**src/rtl/pipe_hazard_ctrl.sv**
```systemverilog
// Stall/flush sequencer for the IF/ID, ID/EX and EX/MEM pipeline registers.
// Optional performance counters are built when HAZ_PERF_EN is defined.
module pipe_hazard_ctrl #(
  parameter int MD_LATENCY = 32
) (
  input  logic        clk,
  input  logic        rst,
  input  logic [4:0]  id_rs,
  input  logic [4:0]  id_rt,
  input  logic        id_uses_rs,
  input  logic        id_uses_rt,
  input  logic        ex_mem_read,
  input  logic [4:0]  ex_rt,
  input  logic        ex_br_taken,
  input  logic        ex_jump,
  input  logic        ex_md_start,
  output logic        pc_write,
  output logic        ifid_write,
  output logic        ifid_flush,
  output logic        idex_write,
  output logic        idex_flush,
  output logic        exmem_flush,
  output logic        md_done,
`ifdef HAZ_PERF_EN
  output logic [31:0] stall_cnt,
  output logic [31:0] flush_cnt,
`endif
  output logic        dbg_state
);

  localparam int CW = (MD_LATENCY > 2) ? $clog2(MD_LATENCY) : 1;

  if (MD_LATENCY < 2) begin : g_bad_latency
    $error("pipe_hazard_ctrl: MD_LATENCY must be >= 2");
  end

  typedef enum logic [0:0] {
    RUN     = 1'b0,
    MD_WAIT = 1'b1
  } state_t;

  state_t        state_q, state_d;
  logic [CW-1:0] md_cnt_q, md_cnt_d;
  logic          load_use;
  logic          redirect_evt;

  // Register 0 is hardwired, so a load targeting it can never create a hazard.
  assign load_use = ex_mem_read && (ex_rt != 5'd0) &&
                    ((id_uses_rs && (id_rs == ex_rt)) ||
                     (id_uses_rt && (id_rt == ex_rt)));

  assign dbg_state = state_q;

  always_comb begin
    state_d      = state_q;
    md_cnt_d     = md_cnt_q;
    pc_write     = 1'b1;
    ifid_write   = 1'b1;
    ifid_flush   = 1'b0;
    idex_write   = 1'b1;
    idex_flush   = 1'b0;
    exmem_flush  = 1'b0;
    md_done      = 1'b0;
    redirect_evt = 1'b0;
    if (!rst) begin
      state_d     = RUN;
      md_cnt_d    = '0;
      pc_write    = 1'b0;
      ifid_write  = 1'b0;
      idex_write  = 1'b0;
      ifid_flush  = 1'b1;
      idex_flush  = 1'b1;
      exmem_flush = 1'b1;
    end else begin
      case (state_q)
        RUN: begin
          if (ex_br_taken || ex_jump) begin
            redirect_evt = 1'b1;
            ifid_flush   = 1'b1;
            idex_flush   = 1'b1;
          end else if (ex_md_start) begin
            pc_write    = 1'b0;
            ifid_write  = 1'b0;
            idex_write  = 1'b0;
            exmem_flush = 1'b1;
            md_cnt_d    = CW'(MD_LATENCY - 2);
            state_d     = MD_WAIT;
          end else if (load_use) begin
            pc_write   = 1'b0;
            ifid_write = 1'b0;
            idex_flush = 1'b1;
          end
        end
        MD_WAIT: begin
          if (md_cnt_q != '0) begin
            pc_write    = 1'b0;
            ifid_write  = 1'b0;
            idex_write  = 1'b0;
            exmem_flush = 1'b1;
            md_cnt_d    = md_cnt_q - 1'b1;
          end else begin
            // Release cycle: the MD result leaves EX, so a load-use still applies.
            md_done = 1'b1;
            state_d = RUN;
            if (load_use) begin
              pc_write   = 1'b0;
              ifid_write = 1'b0;
              idex_flush = 1'b1;
            end
          end
        end
        default: begin
          state_d  = RUN;
          md_cnt_d = '0;
        end
      endcase
    end
  end

  always_ff @(posedge clk) begin
    state_q  <= state_d;
    md_cnt_q <= md_cnt_d;
  end

`ifdef HAZ_PERF_EN
  always_ff @(posedge clk) begin
    if (!rst) begin
      stall_cnt <= '0;
      flush_cnt <= '0;
    end else begin
      if (!pc_write && (stall_cnt != 32'hFFFF_FFFF)) stall_cnt <= stall_cnt + 32'd1;
      if (redirect_evt && (flush_cnt != 32'hFFFF_FFFF)) flush_cnt <= flush_cnt + 32'd1;
    end
  end
`else
  logic unused_redirect;
  assign unused_redirect = redirect_evt;
`endif

endmodule
```
**config.mk**
```make
export PLATFORM = sky130hd
export DESIGN_NAME = pipe_hazard_ctrl
export DESIGN_NICKNAME = d
export VERILOG_FILES = /design/src/rtl/pipe_hazard_ctrl.sv
export SDC_FILE = /design/constraint.sdc
export NUM_CORES = 1
export LEC_CHECK = 0
export CORE_MARGIN = 1.5
export CORE_UTILIZATION = 32
export CTS_CLUSTER_DIAMETER = 80
export DETAILED_ROUTE_END_ITERATION = 12
export GPL_ROUTABILITY_DRIVEN = 0
export PLACE_DENSITY = 0.75
export SLEW_MARGIN = 5
export SYNTH_ARGS = -nofsm -noshare
export SYNTH_HDL_FRONTEND = slang
export SYNTH_SLANG_ARGS = --single-unit
```
**constraint.sdc**
```tcl
create_clock -name clk -period 1.9 [get_ports clk]
set_clock_uncertainty 0.1 [all_clocks]
set_input_delay 0.19 -clock clk [delete_from_list [all_inputs] [get_ports clk]]
set_output_delay 0.19 -clock clk [all_outputs]
set_load 0.05 [all_outputs]
```
==> After elaboration in Yosys (flattened, before gate mapping) <==
Index checks and enable logic that the tools add are counted.
{ "word_totals": {"regBits": 6} }
{ "op_classes": {"n_mux": 31, "n_eq_ne": 5, "add_sub_neg": 1, "n_reduce_logical": 9, "n_bitwise": 1} }
{ "op_table": {"columns": ["cell", "n"], "rows": [
  ["2-to-1 mux 1 bit", 23],
  ["2-to-1 mux 5 bit", 3],
  ["== test 5 bit", 2],
  ["one-hot mux 5 bit (2 select lines)", 1],
  ["nonzero test 5 bit", 2],
  ["one-hot mux 1 bit (2 select lines)", 4],
  ["subtractor 5 x 1 -> 5 bit, second input constant", 1],
  ["logical AND 1 bit", 4],
  ["!= test 2 bit, second input constant", 2],
  ["AND reduction 3 bit", 1],
  ["logical OR 1 bit", 2],
  ["!= test 2 x 1 -> 1 bit, second input constant", 1],
  ["inverter 1 bit", 1]
]} }

==> Logic depth before layout (Yosys ltp) <==
Gate-level depths: netlist (run 1).
{ "logic_depth": {"word_depth": 9, "mapped_depth": 7, "depth_no_buf": 6} }

==> Worst setup path before layout (run 1) <==
Ideal clock, no wire load.
{ "synth_path": {"path_kind": "reg2out", "startpoint": "register state_q, in the netlist dbg_state", "endpoint": "output pc_write", "setup_slack_ns": -1.046, "t_arrival_ns": 2.656, "path_buffers": 1, "stages_incl_launch_ff": 6, "cell_sequence": "dfxtp_1 -> or3b_4 -> o22ai_4 -> nand2_2 -> o21ba_1 -> buf_4"} }
{ "synth_between": {"elab_chain_len": 3} }
{ "synth_lines": {"columns": ["element", "line", "source"], "rows": [
  ["start: declaration", "42", "state_t state_q, state_d;"],
  ["start signal: assignment", "121", "state_q <= state_d;"],
  ["inverter 1 bit", null, null],
  ["one-hot mux 1 bit (2 select lines) (*)", null, null],
  ["2-to-1 mux 1 bit (*)", null, null],
  ["end: declaration", "17", "output logic pc_write,"]
]} }
Every way passes the cells marked *; elsewhere a longest branch is shown, timed or not.

==> Worst setup path after layout (run 1) <==
{ "layout_path": {"startpoint": "register state_q, in the netlist dbg_state", "endpoint": "output idex_flush"} }
{ "layout_between": {"elab_chain_len": 3} }
{ "layout_lines": {"columns": ["element", "line", "source"], "rows": [
  ["inverter 1 bit", null, null],
  ["one-hot mux 1 bit (2 select lines) (*)", "75", "case (state_q)"],
  ["2-to-1 mux 1 bit (*)", "65", "if (!rst) begin"],
  ["end: declaration", "21", "output logic idex_flush,"]
]} }
Marks and branches as above.

==> impl_results.md, run 1 <==
- Synth-to-layout area growth: 106.4%
- CP Class: register to output port
- Slew Limit Fails: 0
- Status: finished with violations
- Max VDD drop: roughly 0.21 mV
- Violated checks: setup timing
- Placement Setup Slack: -277.2 ps
- R2r startpoint: dbg_state$_SDFF_PN0_
- Setup Viol. Count Final: 5
- Via density: 5.117
- Max cap viols: 0
- Clock Sinks: 6
- Arrival time at the worst endpoint: approximately 1800 ps
- Clk Latency, worst-skew pair: around 250 ps
- Async SR Flop Fraction: 0%
- WP data required: about 1600 ps
- Post-synth EDFFs: 0
- Worst slew margin: 67.35%
- Non-filler cells, final: 120
- Die Ht: 42.84 um
- Via count: just over 600
- Initial antenna violation count: 0
- Cell taking the most area after synthesis: dfxtp_1
- # H-tree levels: 1
- Design Power: 0.5531 mW
- Largest net degree at the start of global routing: 8
- Syn Area/Cell: 8.610 um2
- Iter 0 DRT Violations: 4
- Core area: between 1000 and 1500 um2
- Worst-Margin Slew: around 500 ps
- Unrepaired setup endpoints after global routing: true
- Syn. warnings: 0
- Synth area leaders: dfxtp_1 24%, xor2_1 14%, ha_1 4.9%
- DRC errors left: 0
- First-pass detailed-route iteration total: 4
- # port buffers: 30
- RR Endpoint: md_cnt_q[4]$_SDFFE_PN0P_
- Grt ovf: 0
- Worst-path fanout max: 3
- Fraction of layout cells with a size suffix above 1: around 37%
- Synthesized flop and latch total: 6
- Fmax: 0.4803 GHz
- Clock buffer count from CTS: 3
- Number of instances in the placed design: 112
- Starting Density: 34.12%
- DRT Wirelength: between 1000 and 1500 um
- DP Wirelength: 1177 um
- First-pass GRT wire length: 2359 um
- Final WS setup: -182.0 ps
- Crit path launch: dbg_state$_SDFF_PN0_
- Clock tree buffer depth: 2
- # diodes: 0
- Hold endpoint: md_cnt_q[0]$_SDFFE_PN0P_
- Die area: 1835 um2
- Synth top area share: roughly a quarter
- Worst hold path class: register to register
- Synth cell count leaders: 8 x xor2_1, 6 x dfxtp_1, 5 x inv_1
- Die W: around 43 um
- LEAKAGE: 0.4219 nW
- Final Cycle Share: 109.6%
- Setup TNS: -438.7 ps
- Root Buffer: clkbuf_4
- Final hold vios: 0
- Gate Count Post-Synth: 59
- Hold Buf Count CTS: 0
- Worst hold path cell count: 2
- Synth Flop Type: dfxtp_1
- Final ANT Viol Nets: 0
- Vias in the first global route: 597
- CTS tree: yes
- Hold Startpoint: md_cnt_q[0]$_SDFFE_PN0P_
- Power Density: 527.5 nW/um2
- FF-to-FF path depth: 5
- Per-cell routed wire length: 12.16 um
- Final #Nets: 130
- Final Critical Period: 2082 ps
- Sequential share of the synthesized area: 23.65%
- Io pins: 31
- FF-to-FF setup slack: roughly 140 ps
- Clk pin slew, worst setup/hold paths: 50 ps
- CP Launch Type: register
- Yosys cell types: 29
- Syn Std Cell Area: 508.0 um2
- Post-Syn Nets: 84
- Most numerous cell in the Yosys netlist: xor2_1
- Row count: 14
- CP endpoint kind: output port
- GRT Util Overall: 17.41%
==> registers in the layout, indices dropped and copies added (netlist names) <==
signal     cells
dbg_state      1
md_cnt_q       5
==> logic make-up (layout without fill, tap and decap cells) <==
| group | after synthesis | in the layout | synth area share, % |
|---|---|---|---|
| AND/OR/NAND/NOR | 20 | 20 | 25.12 |
| adder cells (fa/ha/maj) | 2 | 2 | 4.925 |
| XOR/XNOR | 10 | 10 | 17.24 |
| buffers and inverters | 6 | 51 | 5.173 |
| flip-flops | 6 | 6 | 23.65 |
| AO/OA/AOI/OAI | 15 | 15 | 23.89 |
==> per-layer routing <==
layer	track usage [%]	wire (um)	up-vias
li1	-	-	303
met1	17.27	499	279
met2	30.91	823	28
met3	6.809	113	4
met4	8.750	23	0
met5	0	0	-
==> layout by cell type, fill, tap and decap left out, drive strengths merged, types with 2 or more instances in the layout <==
| cell | count |
|---|---|
| xnor2 | 2 |
| or3 | 3 |
| dlygate4sd2 | 5 |
| nor2 | 2 |
| or4 | 2 |
| nand2b | 3 |
| clkbuf | 4 |
| xor2 | 8 |
| inv | 5 |
| a31oi | 3 |
| o21ai | 4 |
| clkdlybuf4s50 | 18 |
| dfxtp | 6 |
| nand2 | 4 |
| ha | 2 |
| buf | 19 |
| nor4 | 2 |
==> layout make-up <==
type,instances,area (um2)
tap,16,20.02
clock buffer,4,26.28
inverter,5,21.27
timing repair buffer,42,440.4
multi-input combinational,47,415.4
fill,124,440.4
sequential,6,125.1
==> stage by stage <==
| stage | cell area [um2] | utilization (%) | hold WS, ps |
|---|---|---|---|
| floorplan | 538.0 | - | 335.6 |
| global placement | 955.9 | 64.20 | 355.8 |
| detailed placement | 955.9 | 64.20 | 362.4 |
| CTS | 998.5 | 67.06 | 368.1 |
| global route | 1049 | 70.42 | 414.2 |
| finish | 1049 | 70.42 | 376.8 |
==> worst max-delay path, cell delays in order, from the launching register on <==
cell and delay (ps):
dfxtp_4 350, or3b_4 400, o22ai_4 240, nor2_4 60, o311ai_4 320, buf_12 180
==> how the worst max path moves through the flow <==
| stage | to | depth (start not counted) | slack (ps) |
|---|---|---|---|
| global placement | idex_flush | 6 | -240 |
| CTS | idex_flush | 5 | -170 |
| floorplan | pc_write | 5 | -350 |
| detailed placement | idex_flush | 6 | -280 |
| global route | idex_flush | 5 | -240 |
| finish | idex_flush | 5 | -180 |
==> power breakdown <==
| part | switching (mW) | internal [mW] | leakage [nW] | total, mW |
|---|---|---|---|---|
| Combinational | 0.132 | 0.147 | 0.357 | 0.280 |
| Clock | 0.0485 | 0.0797 | 0.0150 | 0.128 |
| Sequential | 0.00776 | 0.137 | 0.0504 | 0.145 |
| Total | 0.189 | 0.364 | 0.422 | 0.553 |
==> timing repair <==
item / 4_1_cts / 5_1_grt
buffers inserted: 1 / 3
setup endpoints to repair: 4 / 5
pin swaps: 7 / 4
gates resized for setup: 10 / 7
Power figures use the tool's default switching activity.
==> run 2: changes to the inputs <==
--- a/config.mk
+++ b/config.mk
@@ -7,9 +7,11 @@
 export LEC_CHECK = 0
 export CORE_MARGIN = 1.5
 export CORE_UTILIZATION = 32
+export CTS_BUF_LIST = sky130_fd_sc_hd__clkbuf_8
 export CTS_CLUSTER_DIAMETER = 80
 export DETAILED_ROUTE_END_ITERATION = 12
 export GPL_ROUTABILITY_DRIVEN = 0
+export GPL_TIMING_DRIVEN = 0
 export PLACE_DENSITY = 0.75
 export SLEW_MARGIN = 5
 export SYNTH_ARGS = -nofsm -noshare
==> run 2 against run 1 <==
The run still ends with setup timing left. Total power is 9.7% higher. Sequential power hardly changed. Sequential share of layout area is 0.16 points higher. First-iteration DRC count stayed put. Clock power is 52% higher. Count of clock-buffer cells in the layout is 1 lower. Final cell count is 0.83% lower. Critical path depth is 1 higher. Maximum frequency is 1.2% higher. Largest power group unchanged. Final area is 1.3% lower. Largest cell class is now multi-input combinational cells. Non-clock buffer count is 1 lower. Sequential cell count stayed put.
==> impl_results.md, run 2 (same netlist as run 1, synthesis figures left out) <==
- Max FFs per register: 5 (unchanged)
- Unrepaired setup endpoints after global routing: true (unchanged)
- Initial antenna violation count: 0 (unchanged)
- Starting Density: 34.12% (unchanged)
- Io pins: 31 (unchanged)
- Gr busiest metal: met2 (unchanged)
- CP Class: register to output port (unchanged)
- Iter 0 DRT Violations: 4 (unchanged)
- Final #Nets: 129 (was 130)
- Worst-path fanout max: 3 (unchanged)
- CTS tree: yes (unchanged)
- Final Critical Period: 2057 ps (was 2082 ps)
- Worst slew margin: 67.54% (was 67.35%)
- Worst-Margin Slew: 485.4 ps (was 488.3 ps)
- Worst hold path cell count: 2 (unchanged)
- Max VDD drop: 0.3572 mV (was 0.2110 mV)
- Final WS setup: -156.8 ps (was -182.0 ps)
- Fraction of layout cells with a size suffix above 1: 36.89% (was 36.54%)
- Die Ht: 42.84 um (unchanged)
- Grt ovf: 0 (unchanged)
- Filler Cell Count: 129 (was 124)
- First-pass detailed-route iteration total: 4 (unchanged)
- Largest net degree at the start of global routing: 8 (unchanged)
- CP Launch Type: register (unchanged)
- Via count: 617 (was 614)
- GR Util met3: 5.106% (was 6.809%)
- Commonest non-fill, non-tap cell in the layout: clkdlybuf4s50_1 (unchanged)
- DP Wirelength: 1067 um (was 1177 um)
- Hold Buf Count CTS: 0 (unchanged)
- Vias in the first global route: 627 (was 597)
- Met2 Track Usage GR: 35.76% (was 30.91%)
- Biggest register: md_cnt_q (unchanged)
- FF-to-FF path depth: 4 (was 5)
- Core area: 1489 um2 (unchanged)
- Clock tree buffer depth: 2 (unchanged)
- Status: finished with violations (unchanged)
- First-pass GRT wire length: 2580 um (was 2359 um)
- WHS: 369.3 ps (was 376.8 ps)
- Clk Latency, worst-skew pair: 220 ps (was 250 ps)
- Per-cell routed wire length: 12.91 um (was 12.16 um)
- Worst hold path class: register to register (unchanged)
- Synth-to-layout area growth: 103.7% (was 106.4%)
- Row count: 14 (unchanged)
- Die W: 42.84 um (unchanged)
- Final ANT Viol Nets: 0 (unchanged)
- Fmax: 0.4862 GHz (was 0.4803 GHz)
- Post-layout util: 69.50% (was 70.42%)
- Setup Viol. Count Final: 4 (was 5)
- GRT Util Overall: 18.76% (was 17.41%)
- Power Density: 586.1 nW/um2 (was 527.5 nW/um2)
- # port buffers: 30 (unchanged)
- Via density: 5.185 (was 5.117)
- M1 GR Usage: 18.16% (was 17.27%)
- Slew Limit Fails: 0 (unchanged)
- DRC errors left: 0 (unchanged)
- Clock buffer count from CTS: 3 (unchanged)
- Root Buffer: clkbuf_8 (was clkbuf_4)
- Clk pin slew, worst setup/hold paths: 40 ps (was 50 ps)
- Final Cycle Share: 108.3% (was 109.6%)
- # diodes: 0 (unchanged)
- Clock Sinks: 6 (unchanged)
- Commonest non-fill, non-tap cells in the layout: 19 x clkdlybuf4s50_1, 11 x buf_4, 8 x xor2_1, 5 x inv_1, 5 x dlygate4sd2_1 (was 18 x clkdlybuf4s50_1, 12 x buf_4, 8 x xor2_1, 5 x dlygate4sd2_1, 5 x buf_12)
- # H-tree levels: 1 (unchanged)
- Arrival time at the worst endpoint: 1770 ps (was 1790 ps)
- Max cap viols: 0 (unchanged)
- Final hold vios: 0 (unchanged)
- Die area: 1835 um2 (unchanged)
- WP data required: 1610 ps (about the same)
- CP endpoint kind: output port (unchanged)
- DRT Wirelength: 1536 um (was 1459 um)
- Violated checks: setup timing (unchanged)
- LEAKAGE: 0.4163 nW (was 0.4219 nW)
- Placement Setup Slack: -1046 ps (was -277.2 ps)
run 2: cell count changes in the layout (fill, tap and decap cells not counted), moves of 2 or more:
cell / delta
inv_1: +2
buf_12: -5
clkbuf_4: -3
clkbuf_8: +3
buf_6: +2
run 2: stage by stage:
stage	TNS [ps]	power [mW]	instance area [um2]	std cells
5_1_grt	-693.3	0.6471	1035	119
4_1_cts	-487.0	0.5755	962.2	114
3_5_place_dp	-4740	0.3648	858.3	105
6_report	-463.0	0.6065	1035	119
3_3_place_gp	-4449	0.3601	858.3	105
2_1_floorplan	-749.5	0.2747	538.0	59
run 2: area by class of cell:
cell class	instances	area, um2	share of cell area, %
Multi-Input combinational cell	47	440.4	42.56
Timing Repair Buffer	40	374.1	36.15
Sequential cell	6	125.1	12.09
Clock buffer	3	41.29	3.990
Tap cell	16	20.02	1.935
Inverter	5	18.77	1.814
Buffer	1	11.26	1.088
Clock inverter	1	3.754	0.3628
run 2: final timing paths:
path,startpoint,endpoint,slack [ps]
max,dbg_state$_SDFF_PN0_,pc_write,-160
max reg2reg,dbg_state$_SDFF_PN0_,md_cnt_q[4]$_SDFFE_PN0P_,240
min,md_cnt_q[0]$_SDFFE_PN0P_,md_cnt_q[0]$_SDFFE_PN0P_,370
min reg2reg,md_cnt_q[0]$_SDFFE_PN0P_,md_cnt_q[0]$_SDFFE_PN0P_,370
run 2: power by group:
group | internal [mW] | leakage (nW) | switching (mW) | total, mW
clock | 0.139 | 0.0269 | 0.0560 | 0.195
combinational | 0.133 | 0.339 | 0.134 | 0.267
sequential | 0.138 | 0.0504 | 0.00722 | 0.145
total | 0.409 | 0.416 | 0.197 | 0.606
run 2: metal layers:
| layer | part of all wire (%) | vias up |
|---|---|---|
| li1 | - | 303 |
| met4 | 2.2 | 0 |
| met1 | 35 | 285 |
| met3 | 5.7 | 4 |
| met2 | 58 | 25 |
| met5 | 0 | - |
run 2: what timing repair did:
item                       4_1_cts  5_1_grt
resized for setup               46       13
pin swaps                        8        4
buffers inserted                 5        5
setup endpoints to repair        7        8
run 2: worst max-delay path: stages (launching register included):
cell and delay [ps]:
dfxtp_4 340, or3b_4 400, o22ai_4 260, nand2_4 80, o21ba_4 240, buf_6 90, buf_8 130
